`src/rtl/data_sram_port.sv`:
```
`default_nettype none
// ============================================================================
// Module   : data_sram_port
// Purpose  : Request-side master for the data SRAM. Accepts one load/store
//            request from EX, aligns store data into byte lanes, generates
//            byte strobes, and runs an address-phase / data-phase handshake.
//            The pipeline is held through stallreq until the memory answers.
//            The raw read word is returned with the request's size and
//            offset; MEM does extraction and sign extension. Misaligned
//            requests raise an address-error pulse and never reach memory.
// Ports    : clk, rst                 - clock, synchronous active-high reset
//            req_*                    - request from EX
//            data_sram_* (out)        - address-phase request fields
//            data_sram_addr_ok/data_ok/rdata - memory answers
//            stallreq                 - freeze IF..EX
//            resp_*                   - one-cycle completion with raw word
//            exc_adel/exc_ades/exc_badvaddr - misaligned-access fault
// Revision : 1.0 - initial release
// ============================================================================
module data_sram_port (
  input  logic        clk,
  input  logic        rst,
  input  logic        req_valid,
  input  logic        req_we,
  input  logic [1:0]  req_size,
  input  logic [31:0] req_addr,
  input  logic [31:0] req_wdata,
  output logic        data_sram_req,
  output logic        data_sram_wr,
  output logic [1:0]  data_sram_size,
  output logic [31:0] data_sram_addr,
  output logic [3:0]  data_sram_wstrb,
  output logic [31:0] data_sram_wdata,
  input  logic        data_sram_addr_ok,
  input  logic        data_sram_data_ok,
  input  logic [31:0] data_sram_rdata,
  output logic        stallreq,
  output logic        resp_valid,
  output logic [31:0] resp_rdata,
  output logic [1:0]  resp_size,
  output logic [1:0]  resp_off,
  output logic        exc_adel,
  output logic        exc_ades,
  output logic [31:0] exc_badvaddr
);

  typedef enum logic [1:0] {
    S_IDLE = 2'd0,
    S_ADDR = 2'd1,
    S_DATA = 2'd2,
    S_RESP = 2'd3
  } state_e;

  state_e      state_q, state_d;
  logic        we_q;
  logic [1:0]  size_q;
  logic [1:0]  off_q;
  logic [31:0] addr_q;
  logic [3:0]  wstrb_q;
  logic [31:0] wdata_q;
  logic [31:0] rdata_q;
  logic        adel_q;
  logic        ades_q;
  logic [31:0] badvaddr_q;

  logic        misaligned;
  logic        accept;
  logic        fault;
  logic [3:0]  wstrb_d;
  logic [31:0] wdata_d;

  // Alignment check, strobe and lane-replication for the incoming request.
  // Size 3 behaves exactly like a word access.
  always_comb begin
    misaligned = 1'b0;
    wstrb_d    = 4'b1111;
    wdata_d    = req_wdata;
    case (req_size)
      2'd0: begin
        misaligned = 1'b0;
        wstrb_d    = 4'b0001 << req_addr[1:0];
        wdata_d    = {4{req_wdata[7:0]}};
      end
      2'd1: begin
        misaligned = req_addr[0];
        wstrb_d    = req_addr[1] ? 4'b1100 : 4'b0011;
        wdata_d    = {2{req_wdata[15:0]}};
      end
      default: begin
        misaligned = |req_addr[1:0];
        wstrb_d    = 4'b1111;
        wdata_d    = req_wdata;
      end
    endcase
    if (!req_we) begin
      wstrb_d = 4'b0000;
    end
  end

  assign accept = (state_q == S_IDLE) && req_valid && !misaligned;
  assign fault  = (state_q == S_IDLE) && req_valid &&  misaligned;

  // Handshake inputs are only honoured in their own phase, so a data_ok
  // coinciding with addr_ok (or arriving while idle) is simply dropped.
  always_comb begin
    state_d = state_q;
    case (state_q)
      S_IDLE:  if (accept)            state_d = S_ADDR;
      S_ADDR:  if (data_sram_addr_ok) state_d = S_DATA;
      S_DATA:  if (data_sram_data_ok) state_d = S_RESP;
      S_RESP:                         state_d = S_IDLE;
      default:                        state_d = S_IDLE;
    endcase
  end

  always_ff @(posedge clk) begin
    if (rst) begin
      state_q    <= S_IDLE;
      we_q       <= 1'b0;
      size_q     <= 2'd0;
      off_q      <= 2'd0;
      addr_q     <= 32'd0;
      wstrb_q    <= 4'd0;
      wdata_q    <= 32'd0;
      rdata_q    <= 32'd0;
      adel_q     <= 1'b0;
      ades_q     <= 1'b0;
      badvaddr_q <= 32'd0;
    end else begin
      state_q <= state_d;
      adel_q  <= fault && !req_we;
      ades_q  <= fault &&  req_we;
      if (fault) begin
        badvaddr_q <= req_addr;
      end
      if (accept) begin
        we_q    <= req_we;
        size_q  <= req_size;
        off_q   <= req_addr[1:0];
        addr_q  <= {req_addr[31:2], 2'b00};
        wstrb_q <= wstrb_d;
        wdata_q <= wdata_d;
      end
      if ((state_q == S_DATA) && data_sram_data_ok) begin
        rdata_q <= we_q ? 32'd0 : data_sram_rdata;
      end
    end
  end

  assign data_sram_req   = (state_q == S_ADDR);
  assign data_sram_wr    = we_q;
  assign data_sram_size  = size_q;
  assign data_sram_addr  = addr_q;
  assign data_sram_wstrb = wstrb_q;
  assign data_sram_wdata = wdata_q;

  // Released in RESP so EX can advance in the same cycle the answer appears.
  assign stallreq     = (state_q == S_ADDR) || (state_q == S_DATA) || accept;
  assign resp_valid   = (state_q == S_RESP);
  assign resp_rdata   = rdata_q;
  assign resp_size    = size_q;
  assign resp_off     = off_q;
  assign exc_adel     = adel_q;
  assign exc_ades     = ades_q;
  assign exc_badvaddr = badvaddr_q;

endmodule
`default_nettype wire

```
`config.mk`:
```
export PLATFORM = sky130hd
export DESIGN_NAME = data_sram_port
export DESIGN_NICKNAME = d
export VERILOG_FILES = /design/src/rtl/data_sram_port.sv
export SDC_FILE = /design/constraint.sdc
export NUM_CORES = 1
export LEC_CHECK = 0
export CELL_PAD_IN_SITES_DETAIL_PLACEMENT = 0
export CELL_PAD_IN_SITES_GLOBAL_PLACEMENT = 1
export CORE_MARGIN = 3
export CORE_UTILIZATION = 33
export CTS_BUF_LIST = sky130_fd_sc_hd__clkbuf_4
export CTS_CLUSTER_SIZE = 16
export DETAILED_ROUTE_END_ITERATION = 7
export GPL_TIMING_DRIVEN = 0
export PLACE_DENSITY_LB_ADDON = 0.1
export SLEW_MARGIN = 0
export SYNTH_ARGS = -nofsm -noshare
export SYNTH_HDL_FRONTEND = slang
export SYNTH_SLANG_ARGS = --single-unit
```
`constraint.sdc`:
```
create_clock -name clk -period 2.1 [get_ports clk]
set_input_delay 0.42 -clock clk [delete_from_list [all_inputs] [get_ports clk]]
set_output_delay 0.42 -clock clk [all_outputs]
set_load 0.03 [all_outputs]
```
Yosys cells after proc, flatten, opt, wreduce, memory -nomap -nowiden
Index checks and enable logic that the tools add are counted.
- eq/ne operators: 7
- shift operators: 1
- muxes and demuxes: 10
- reductions and logical operators: 14
- operators with widths (cell ; number):
    $pmux 32 s2 ; 1
    $mux 32 ; 1
    $mux 4 ; 2
    $pmux 2 s4 ; 1
    $pmux 4 s2 ; 1
    $logic_and 1x1->1 ; 6
    $mux 2 ; 3
    $eq 2x1->1 const B ; 2
    $eq 2x2->1 const B ; 2
    $logic_not 2->1 ; 2
    $ne 2x2->1 const B ; 2
    $shl 1x2->4 const A ; 1
    $reduce_and 3->1 ; 1
    $logic_not 1->1 ; 2
    $logic_or 1x1->1 ; 2
    $ne 2x1->1 const B ; 1
    $pmux 1 s2 ; 1
    $reduce_or 2->1 ; 1
- register bits after elaboration: 139
- bits of input ports: 104
- output and inout bits: 144

Depth between registers and ports, before layout
- depth in word-level cells: 6
- depth in mapped cells: 7

Least setup slack after synthesis
No wires, ideal clock.
- path kind: flip-flop to output port
- start: register state_q[0]
- end: output port stallreq
- arrival: 1.311 ns
- required time: 1.680 ns
- path slack: 0.369 ns
- stages on the path, launching flop included: 7
- cells stage by stage: dfxtp_1 > inv_1 > ha_1 > and2_1 > o21ai_4 > buf_4 > nand2b_1
- word-level cells in the longest chain between the ends: 4
- elaborated cells between the ends (all ways): 7
- RTL lines (element ; RTL line ; RTL):
    start, declared ; 54 ; state_e state_q, state_d;
    start signal, assigned ; 130 ; state_q <= state_d;
    $logic_not 2->1 ; 100 ; assign accept = (state_q == S_IDLE) && req_valid && !misaligned;
    $logic_and 1x1->1 (2 in series) ; 100 ;
    $logic_or 1x1->1 * ; 158 ; assign stallreq = (state_q == S_ADDR) || (state_q == S_DATA) || accept;
    end, declared ; 37 ; output logic stallreq,
Mark *: on every way between the ends. The rest lies on a longest branch, timed or not.

Worst setup path after layout
- start: input port req_addr[0]
- end: output port stallreq
- word-level cells in the longest chain between the ends: 5
- RTL lines (element ; RTL line ; RTL):
    start, declared ; 26 ; input logic [31:0] req_addr,
    $reduce_or 2->1 ; 90 ; misaligned = |req_addr[1:0];
    $pmux 1 s2 * ; 78 ; case (req_size)
    $logic_not 1->1 * ; 100 ;
    $logic_and 1x1->1 * ; 100 ;
    $logic_or 1x1->1 * ; 158 ;
Marked as above.

==> results.yml <==
global_route:
  grtUsageTotal: 0.202
  grt_pass1_wl_um: 32500
  grt_remaining_overflow: 0
  first_global_vias: 5962
  antenna_found_initial: 1
  grt_max_degree: 17
yosys:
  syn_inst: 652
  synth_common_cells: "139 x dfxtp_1, 82 x nand2_1, 45 x mux2i_1"
  syn_area_um2: 6210
  synth.top_cells.by_area: "dfxtp_1 45%, mux2i_1 7.2%, a31o_2 5.8%, nand2_1 5.0%, nand4b_1 4.5%"
  synth_edf_count: 0
  seq_area_frac_synth: 0.448
  synthFlopType: "dfxtp_1"
  synth_cell_types: 42
  yosys.area.top_type: "dfxtp_1"
  async_flop_share: 0
  synth_most_common_cell: "dfxtp_1"
  ys_ff_latch: 139
  synthDominantCellAreaShare: 0.448
  avgSynthCellArea_um2: 9.53
  yosysWarnings: 0
die:
  die_h_um: 143
  io_pins: 248
  dieWidth_um: 143
  core-area_um2: 18200
  die-area_um2: 20500
  initial_core_util: 0.341
  rows: 49
sta:
  finalHoldViolations: 0
  setup_viol: 1
  worst_pin_slew_ns: 0.590
  rsz0062_at_grt: "true"
  fin_crit_ns: 2.14
  clock.fmax_mhz: 467
  period_share: 1.02
  slew_violations: 0
  final.setup.worst_slack_ns: -0.0436
  clock_skew_ns: 0.0225
  setup-tns-final_ns: -0.0436
  relSlewSlack: 0.606
clocking:
  clk_latency_ns: 0.54
  clkSinkCount: 139
  cts-root-buf: "clkbuf_4"
  cts_tree: "yes"
  htree_num_levels: 4
  clk_pin_slew_ns: 0.13
  clockBufferDepth: 2
  cts_buffers: 17
cells_and_area:
  fin_nets: 1029
  area_growth_pct: 52.2
  fin_area_um2: 9460
  multi_input_area_um2: 3050
  fillerInstances: 1728
  regArea_um2: 2790
  drive_above_1_share: 0.146
place:
  placed_area_um2: 8930
  pre_cts_slack_ns: -0.867
  gp_congestion: 0.814
  dp_hpwl_um: 15800
  portBuffers: 242
run:
  max_cap_viol_count: 0
setup_path:
  r2r_slack_ns: 0.23
  worstPathArrival_ns: 1.72
  cp_data_required_time_ns: 1.68
  crit_path_start_kind: "input port"
  critPathMaxFanout: 10
  critPathKind: "in -> out"
  end_kind: "output pin"
route:
  drtIter0Drc: 310
  post_drt_wl_per_cell_um: 18.3
  dr.pass1.iters: 6
  routed_via_density: 5.01
  drc: 0
  antenna_left: 0
  drt-total-wl_um: 21300
  vias: 5826
run_status:
  violations: "negative setup slack"
  outcome: "finished with violations"
power_and_ir_drop:
  p_per_area_nw_per_um2: 852
  power_leakage_uw: 0.00420
  peakVddDrop_uv: 391
worst_hold_path:
  hp-class: "in -> reg"
## timing repair
action | CTS | global route
hold buffers | 0 | 0
gates resized for setup | 26 | 48
pin swaps | 1 | 1
endpoints found under the setup margin | 9 | 46
buffers inserted | 2 | 5
## power breakdown
| part | internal (uW) | switching (uW) | leakage (uW) |
|---|---|---|---|
| Combinational | 1250 | 1640 | 0.00289 |
| Clock | 1060 | 995 | 0.000176 |
| Sequential | 2950 | 174 | 0.00113 |
## cell families after synthesis
family / Yosys count / synth area share
AOI/OAI and AO/OA: 130 / 0.154
adders and majority gates: 4 / 0.00805
buffers and inverters: 88 / 0.0662
DFF: 139 / 0.448
muxes: 69 / 0.116
other: 1 / 0.000603
and+or+nand+nor: 221 / 0.208
## final cells by class
cell class,count,share of cell area
Antenna cell,1,0.000264
Timing Repair Buffer,249,0.272
Clock buffer,18,0.0143
Multi-Input combinational cell,426,0.322
Clock inverter,12,0.0209
Buffer,76,0.0399
Tap cell,229,0.0303
Sequential cell,139,0.295
Inverter,12,0.00503
## per-stage QoR
stage	utilization	total power [uW]	instances	hold WS, ns
after floorplan	-	4790	653	0.471
after global placement	0.490	5930	1124	0.439
after detailed placement	0.490	5960	1124	0.444
after CTS	0.511	8120	1156	0.247
after global routing	0.520	8460	1162	0.255
final	0.520	8070	1162	0.286
## metal layers
layer  GRT usage  share of wire  wire length [um]  up-vias
li1            -              -                 -     2899
met1       0.258           0.44              9420     2728
met3      0.0636          0.073              1550       17
met2       0.333           0.47             10000      182
met4      0.0525          0.012               259        0
met5           0              0                 0        -
## flip-flops by register name (all words and copies together) (netlist names)
name	cells
data_sram_wdata	32
exc_badvaddr	32
resp_rdata	32
data_sram_addr	30
data_sram_wstrb	4
data_sram_size	2
resp_off	2
state_q	2
data_sram_wr	1
exc_adel	1
exc_ades	1
## placed cells by master, fill, tap and decap left out, drive strengths merged, types with 2 or more instances in the layout
cell type	synthesis	layout
nand4b	32	32
clkbuf	38	56
clkinv	0	5
nor2	2	2
buf	38	46
and2	2	2
clkdlybuf4s50	0	189
inv	12	13
dlygate4sd2	0	7
mux2	24	24
o21a	2	2
nand2b	43	43
a31o	42	42
ha	4	4
conb	1	2
or3b	8	8
a211oi	8	8
nor2b	9	9
mux2i	45	45
dfxtp	139	139
nor4	40	40
dlymetal6s2s	0	44
o21ai	11	11
nand2	82	82
a21oi	42	42
o211ai	9	9
bufinv	0	5
o2111a	10	10
## path summary, 6_finish.rpt
check,to,depth (start not counted),startpoint
setup / recovery,stallreq,7,req_addr[0]
hold / removal,resp_rdata[1],3,data_sram_data_ok
setup reg to reg,exc_badvaddr[8],6,state_q[0]
hold reg to reg,resp_rdata[2],2,resp_rdata[2]
## worst max-delay path, stage by stage
cell and delay [ns]:
clkdlybuf4s50_1 0.55, buf_6 0.17, nor2_4 0.06, o21ai_4 0.20
buf_8 0.14, nand2b_4 0.05, buf_6 0.13
(Power assumes the default switching activity.)
